### src/rtl/score_bank.sv
// Per-player score/lives register bank with saturating points, bonus lives, sticky game-over
// and a retained high score, driven by a valid/ready command port with one response per command.
module score_bank #(
  parameter int unsigned SCORE_W     = 16,
  parameter int unsigned LIVES_W     = 3,
  parameter int unsigned NUM_PLAYERS = 2,
  parameter int unsigned PLAYER_W    = 2,
  parameter int unsigned INIT_LIVES  = 3,
  parameter int unsigned MAX_LIVES   = 5,
  parameter int unsigned BONUS_STEP  = 1000
) (
  input  logic                clock_50,
  input  logic                reset_n,
  input  logic                cmd_valid,
  output logic                cmd_ready,
  input  logic [2:0]          cmd_op,
  input  logic [PLAYER_W-1:0] cmd_player,
  input  logic [SCORE_W-1:0]  cmd_data,
  output logic                rsp_valid,
  output logic [SCORE_W-1:0]  rsp_data,
  output logic                rsp_err,
  output logic [SCORE_W-1:0]  high_score,
  output logic                game_over
);

  localparam logic [2:0] OpNop        = 3'd0;
  localparam logic [2:0] OpReadScore  = 3'd1;
  localparam logic [2:0] OpReadLives  = 3'd2;
  localparam logic [2:0] OpWriteScore = 3'd3;
  localparam logic [2:0] OpWriteLives = 3'd4;
  localparam logic [2:0] OpAddPoints  = 3'd5;
  localparam logic [2:0] OpLoseLife   = 3'd6;
  localparam logic [2:0] OpNewGame    = 3'd7;

  localparam logic [LIVES_W-1:0] MaxLives  = LIVES_W'(MAX_LIVES);
  localparam logic [LIVES_W-1:0] InitLives = LIVES_W'(INIT_LIVES);
  localparam logic [SCORE_W:0]   BonusStep = (SCORE_W+1)'(BONUS_STEP);

  typedef enum logic [0:0] {StIdle, StAddChk} state_e;

  state_e                 state_q, state_d;
  logic [SCORE_W-1:0]     score_q      [NUM_PLAYERS];
  logic [SCORE_W-1:0]     score_d      [NUM_PLAYERS];
  logic [LIVES_W-1:0]     lives_q      [NUM_PLAYERS];
  logic [LIVES_W-1:0]     lives_d      [NUM_PLAYERS];
  logic [SCORE_W:0]       next_bonus_q [NUM_PLAYERS];
  logic [SCORE_W:0]       next_bonus_d [NUM_PLAYERS];
  logic [NUM_PLAYERS-1:0] chk_sel_q, chk_sel_d;
  logic                   game_over_q, game_over_d;
  logic [SCORE_W-1:0]     high_score_q, high_score_d;
  logic                   rsp_valid_q, rsp_valid_d;
  logic [SCORE_W-1:0]     rsp_data_q, rsp_data_d;
  logic                   rsp_err_q, rsp_err_d;

  logic                   accept, player_ok, start_add, lives_chk, all_zero;
  logic [NUM_PLAYERS-1:0] sel;
  logic [SCORE_W-1:0]     cur_score, sat_sum;
  logic [LIVES_W-1:0]     cur_lives, wr_lives, dec_lives;
  logic [SCORE_W:0]       sum;

  // Decode target channel; an out-of-range player leaves sel all-zero.
  always_comb begin
    sel       = '0;
    cur_score = '0;
    cur_lives = '0;
    for (int unsigned i = 0; i < NUM_PLAYERS; i++) begin
      if (PLAYER_W'(i) == cmd_player) begin
        sel[i]    = 1'b1;
        cur_score = score_q[i];
        cur_lives = lives_q[i];
      end
    end
  end

  assign player_ok = |sel;
  assign accept    = cmd_valid && cmd_ready;
  assign start_add = accept && (cmd_op == OpAddPoints) && player_ok && !game_over_q;
  assign sum       = {1'b0, cur_score} + {1'b0, cmd_data};
  assign sat_sum   = sum[SCORE_W] ? '1 : sum[SCORE_W-1:0];
  assign wr_lives  = (cmd_data > SCORE_W'(MAX_LIVES)) ? MaxLives : cmd_data[LIVES_W-1:0];
  assign dec_lives = (cur_lives == '0) ? '0 : cur_lives - 1'b1;

  always_ff @(posedge clock_50) begin
    if (!reset_n) begin
      state_q      <= StIdle;
      chk_sel_q    <= '0;
      game_over_q  <= 1'b0;
      high_score_q <= '0;
      rsp_valid_q  <= 1'b0;
      rsp_data_q   <= '0;
      rsp_err_q    <= 1'b0;
      for (int unsigned i = 0; i < NUM_PLAYERS; i++) begin
        score_q[i]      <= '0;
        lives_q[i]      <= InitLives;
        next_bonus_q[i] <= BonusStep;
      end
    end else begin
      state_q      <= state_d;
      chk_sel_q    <= chk_sel_d;
      game_over_q  <= game_over_d;
      high_score_q <= high_score_d;
      rsp_valid_q  <= rsp_valid_d;
      rsp_data_q   <= rsp_data_d;
      rsp_err_q    <= rsp_err_d;
      score_q      <= score_d;
      lives_q      <= lives_d;
      next_bonus_q <= next_bonus_d;
    end
  end

  always_comb begin
    state_d = state_q;
    unique case (state_q)
      StIdle:   if (start_add) state_d = StAddChk;
      StAddChk: state_d = StIdle;
      default:  state_d = StIdle;
    endcase
  end

  always_comb begin
    cmd_ready  = (state_q == StIdle);
    rsp_valid  = rsp_valid_q;
    rsp_data   = rsp_data_q;
    rsp_err    = rsp_err_q;
    high_score = high_score_q;
    game_over  = game_over_q;
  end

  always_comb begin
    score_d      = score_q;
    lives_d      = lives_q;
    next_bonus_d = next_bonus_q;
    chk_sel_d    = chk_sel_q;
    game_over_d  = game_over_q;
    rsp_valid_d  = 1'b0;
    rsp_data_d   = rsp_data_q;
    rsp_err_d    = rsp_err_q;
    lives_chk    = 1'b0;
    all_zero     = 1'b1;

    high_score_d = high_score_q;
    for (int unsigned i = 0; i < NUM_PLAYERS; i++) begin
      if (score_q[i] > high_score_d) high_score_d = score_q[i];
    end

    if (state_q == StAddChk) begin
      // Score was already saturated on the accept edge; at most one bonus per ADD here.
      for (int unsigned i = 0; i < NUM_PLAYERS; i++) begin
        if (chk_sel_q[i]) begin
          if ({1'b0, score_q[i]} >= next_bonus_q[i]) begin
            lives_d[i]      = (lives_q[i] < MaxLives) ? lives_q[i] + 1'b1 : MaxLives;
            next_bonus_d[i] = next_bonus_q[i] + BonusStep;
          end
          rsp_data_d = score_q[i];
        end
      end
      rsp_valid_d = 1'b1;
      rsp_err_d   = 1'b0;
    end else if (accept) begin
      rsp_valid_d = 1'b1;
      rsp_err_d   = 1'b0;
      rsp_data_d  = '0;
      if (cmd_op == OpNewGame) begin
        for (int unsigned i = 0; i < NUM_PLAYERS; i++) begin
          score_d[i]      = '0;
          lives_d[i]      = InitLives;
          next_bonus_d[i] = BonusStep;
        end
        game_over_d = 1'b0;
      end else if (cmd_op == OpNop) begin
        rsp_data_d = '0;
      end else if (!player_ok) begin
        rsp_err_d = 1'b1;
      end else begin
        case (cmd_op)
          OpReadScore: rsp_data_d = cur_score;
          OpReadLives: rsp_data_d = SCORE_W'(cur_lives);
          OpWriteScore: begin
            for (int unsigned i = 0; i < NUM_PLAYERS; i++) if (sel[i]) score_d[i] = cmd_data;
            rsp_data_d = cmd_data;
          end
          OpWriteLives: begin
            for (int unsigned i = 0; i < NUM_PLAYERS; i++) if (sel[i]) lives_d[i] = wr_lives;
            rsp_data_d = SCORE_W'(wr_lives);
            lives_chk  = 1'b1;
          end
          OpAddPoints: begin
            if (game_over_q) begin
              rsp_data_d = cur_score;
            end else begin
              for (int unsigned i = 0; i < NUM_PLAYERS; i++) if (sel[i]) score_d[i] = sat_sum;
              chk_sel_d   = sel;
              rsp_valid_d = 1'b0;
            end
          end
          OpLoseLife: begin
            if (game_over_q) begin
              rsp_data_d = SCORE_W'(cur_lives);
            end else begin
              for (int unsigned i = 0; i < NUM_PLAYERS; i++) if (sel[i]) lives_d[i] = dec_lives;
              rsp_data_d = SCORE_W'(dec_lives);
              lives_chk  = 1'b1;
            end
          end
          default: rsp_data_d = '0;
        endcase
      end
    end

    for (int unsigned i = 0; i < NUM_PLAYERS; i++) begin
      if (lives_d[i] != '0) all_zero = 1'b0;
    end
    if (lives_chk && all_zero) game_over_d = 1'b1;
  end

endmodule

### config.mk
export PLATFORM = sky130hd
export DESIGN_NAME = score_bank
export DESIGN_NICKNAME = d
export VERILOG_FILES = /design/src/rtl/score_bank.sv
export SDC_FILE = /design/constraint.sdc
export NUM_CORES = 1
export LEC_CHECK = 0
export ABC_AREA = 1
export CAP_MARGIN = 20
export CELL_PAD_IN_SITES_DETAIL_PLACEMENT = 0
export CELL_PAD_IN_SITES_GLOBAL_PLACEMENT = 1
export CORE_MARGIN = 4
export CORE_UTILIZATION = 43
export CTS_CLUSTER_SIZE = 8
export DETAILED_ROUTE_END_ITERATION = 6
export HOLD_SLACK_MARGIN = 0.06
export PLACE_DENSITY_LB_ADDON = 0.1
export SYNTH_ARGS = -nofsm -noshare
export SYNTH_HDL_FRONTEND = slang
export SYNTH_SLANG_ARGS = --single-unit
### constraint.sdc
create_clock -name clock_50 -period 3.85 [get_ports clock_50]
set_input_delay 0.77 -clock clock_50 [delete_from_list [all_inputs] [get_ports clock_50]]
set_output_delay 0.77 -clock clock_50 [all_outputs]
set_load 0.005 [all_outputs]
==> results.cfg <==
[run_status]
status = completed

[layout]
n_antenna_cell = 0
syn2layout_area_growth_pct = 18.0
postLayoutCellArea_um2 = 9520
fin_nets = 1442
nFillCells = 1920
regArea_um2 = 2080
multiInputGateArea_um2 = 5140
layout-drive-gt1-share_pct = 7.44
final_cells = 1573
fin_util_pct = 52.3

[detailed_routing]
drt_iter0_markers = 612
dr.pass1.iters = 5
ant_nets = 0
route.vias.total = 8627
totalWireLength_mm = 27.5
drcViolationCount = 0
viasPerCell = 5.48
wl_per_cell_um = 17.5

[clock_network]
clk_latency_ns = 0.36
root_buffer = clkbuf_16
htreeDepth = 3
cts.path.max_buffers = 2
numCtsBuffers = 9
clk_pin_slew_ns = 0.08
postCtsHoldBufs = 0
cts_tree = yes
cts_sinks = 104

[place]
dp_hpwl_mm = 21.5
dp.cells = 1555
io_buffers = 59
dp_slack_ns = 0.0244
place.gp.congestion = 0.983
place_area_um2 = 9170

[synthesis]
async_reset_ff_share_pct = 0
yosysSeqAreaShare_pct = 25.8
ys_ff_latch = 104
synth_enable_flop_cells = 0
syn_area_um2 = 8070
syn-num-nets = 1362
syn_inst = 1259
synth_flop_cell = dfxtp_1
ys_warn_count = 0
synth.avg_cell_area_um2 = 6.41
synth_cell_type_count = 47

[global_route]
antenna_found_initial = 1
grt_max_degree = 72
grt_pass1_vias = 8006
track_usage_pct = 25.6
grt_overflow = 0
grt_pass1_wl_mm = 43.6

[timing]
fin_hold_ws_ns = 0.463
setup_violations = 0
final.setup_skew_ns = 0.00714
min_period_ns = 3.62
slew_viol_final = 0
worst_pin_slew_ns = 0.719
fmax_mhz = 276
finalSetupTns_ns = 0
slew_headroom_pct = 52.1
period_share_pct = 94.0
setup_ws_ns = 0.229
finalHoldViolations = 0

[power_and_ir_drop]
power.density_nw_per_um2 = 385
vdd_drop_max_v = 0.000226
p_leak_nw = 4.50
power_mw = 3.66

[setup_path]
cp_slowest_cell = dfxtp_2
crit_arrival_ns = 3.87
worstSetupPathType = flip-flop to flip-flop
required_ns = 4.10
path_buf_inv = 6
crit_family = simple AND/OR/NAND/NOR gates
max_stage_delay_ns = 0.34
cp_cell_sequence = inv_1 -> ha_1 -> a21oi_2 -> nor2_1 -> a211oi_2 -> o21ai_0 -> nor3_1 -> nand2_1 -> nand2_2 -> buf_6 -> buf_4 -> nand2_1 -> and2_1 -> ha_1 -> nand2_1 -> nor3_2 -> nand2_1 -> o2111ai_1 -> nand2_1 -> buf_12 -> o21ai_0 -> inv_1 -> nand2_1 -> inv_1
cp_max_fo = 32
cp-start-kind = flip-flop
end_kind = flip-flop
cp_common_cell = nand2_1

[floorplan]
rows = 49
die_w_um = 145
die_h_um = 145
die-area_um2 = 21000
io_pins = 60
start_util_pct = 44.3
placeableCoreArea_um2 = 18200

[min_path]
min_path_type = flip-flop to flip-flop

[run]
drv_cap = 0
[cells in the final DEF, fill, tap and decap left out, types with 8 or more instances in the layout]
master	instances
a21oi_1	101
a22o_1	8
a31oi_1	16
and2_1	16
buf_4	54
clkbuf_16	9
clkdlybuf4s50_1	58
dfxtp_1	102
ha_1	78
inv_1	174
nand2_1	281
nand3_1	99
nand4_1	20
nor2_1	80
nor3_1	16
o211ai_1	14
o21ai_0	125
o21ai_1	10
[repair_timing]
item / CTS / global route
setup buffers: 0 / 2
endpoints found under the setup margin: 0 / 17
gates resized for setup: 0 / 19
[state kept, by name (all words and copies together) (netlist names)]
signal        flops
score_q          32
next_bonus_q     28
high_score       16
rsp_data         16
lives_q           6
chk_sel_q         2
game_over         1
rsp_err           1
rsp_valid         1
state_q           1
[cell usage after synthesis, types with 4 or more instances]
cell type  instances  area [µm²]
a22o_1             8        70.1
inv_2              4        15.0
inv_1            174         653
ha_1              78         976
a31oi_1           17         106
nand4_1           20         125
dfxtp_1          104        2080
a211oi_1           5        37.5
a21oi_1          102         510
clkbuf_1          29         109
nand2_1          282        1060
and2_1            16         100
nand3_1           99         495
o21ai_0          134         671
buf_2             10        50.1
buf_1              4        15.0
nor2_1            80         300
xor2_1             7        61.3
o221ai_1           7        61.3
o211ai_1          14         105
nor3_1            17        85.1
[report_power, final]
group          switching (mW)  leakage [nW]  internal [mW]
registers              0.0759         0.849           1.16
logic                   0.825          3.50          0.595
clock network           0.449         0.155          0.559
total                    1.35          4.50           2.31
[metal layers]
| layer | vias up | part of all wire, % | wire length [µm] | track usage, % |
|---|---|---|---|---|
| li1 | 4392 | - | - | - |
| met1 | 3905 | 47 | 12800 | 35.0 |
| met2 | 266 | 45 | 12400 | 41.5 |
| met3 | 62 | 5.2 | 1440 | 4.05 |
| met4 | 2 | 3.1 | 843 | 8.79 |
| met5 | - | 0.047 | 13 | 0 |
[final cells by class]
type | count | share of cell area [%]
Inverter | 179 | 7.05
Multi-Input combinational cell | 930 | 54.0
Timing Repair Buffer | 115 | 10.7
Clock inverter | 4 | 0.539
Clock buffer | 12 | 2.80
Sequential cell | 104 | 21.9
Tap cell | 229 | 3.01
[worst reg2reg max path, delay by kind of cell (launching register included)]
kind,cells,cell delay [ns]
fa+ha+maj,2,0.59
flops,1,0.34
compound gates,5,0.65
buf+inv,6,0.61
simple gates,11,1.35
[worst paths after layout]
kind                                  startpoint                to  slack (ns)  cells past startpoint
worst max register to register     high_score[9]     high_score[4]        0.23                     24
worst min-delay path            next_bonus_q[15]  next_bonus_q[16]        0.46                      2
worst max-delay path               high_score[9]     high_score[4]        0.23                     24
worst min register to register  next_bonus_q[15]  next_bonus_q[16]        0.46                      2
[cells by family (layout without fill, tap and decap cells)]
logic type	Yosys count	after routing	share of synthesized area, %
XOR/XNOR	9	9	0.977
AO/OA/AOI/OAI	311	311	21.6
buffers and inverters	225	310	10.8
AND/OR/NAND/NOR	531	531	28.5
flip-flops	104	104	25.8
adder cells (fa/ha/maj)	79	79	12.3
Power figures use the tool's default switching activity.
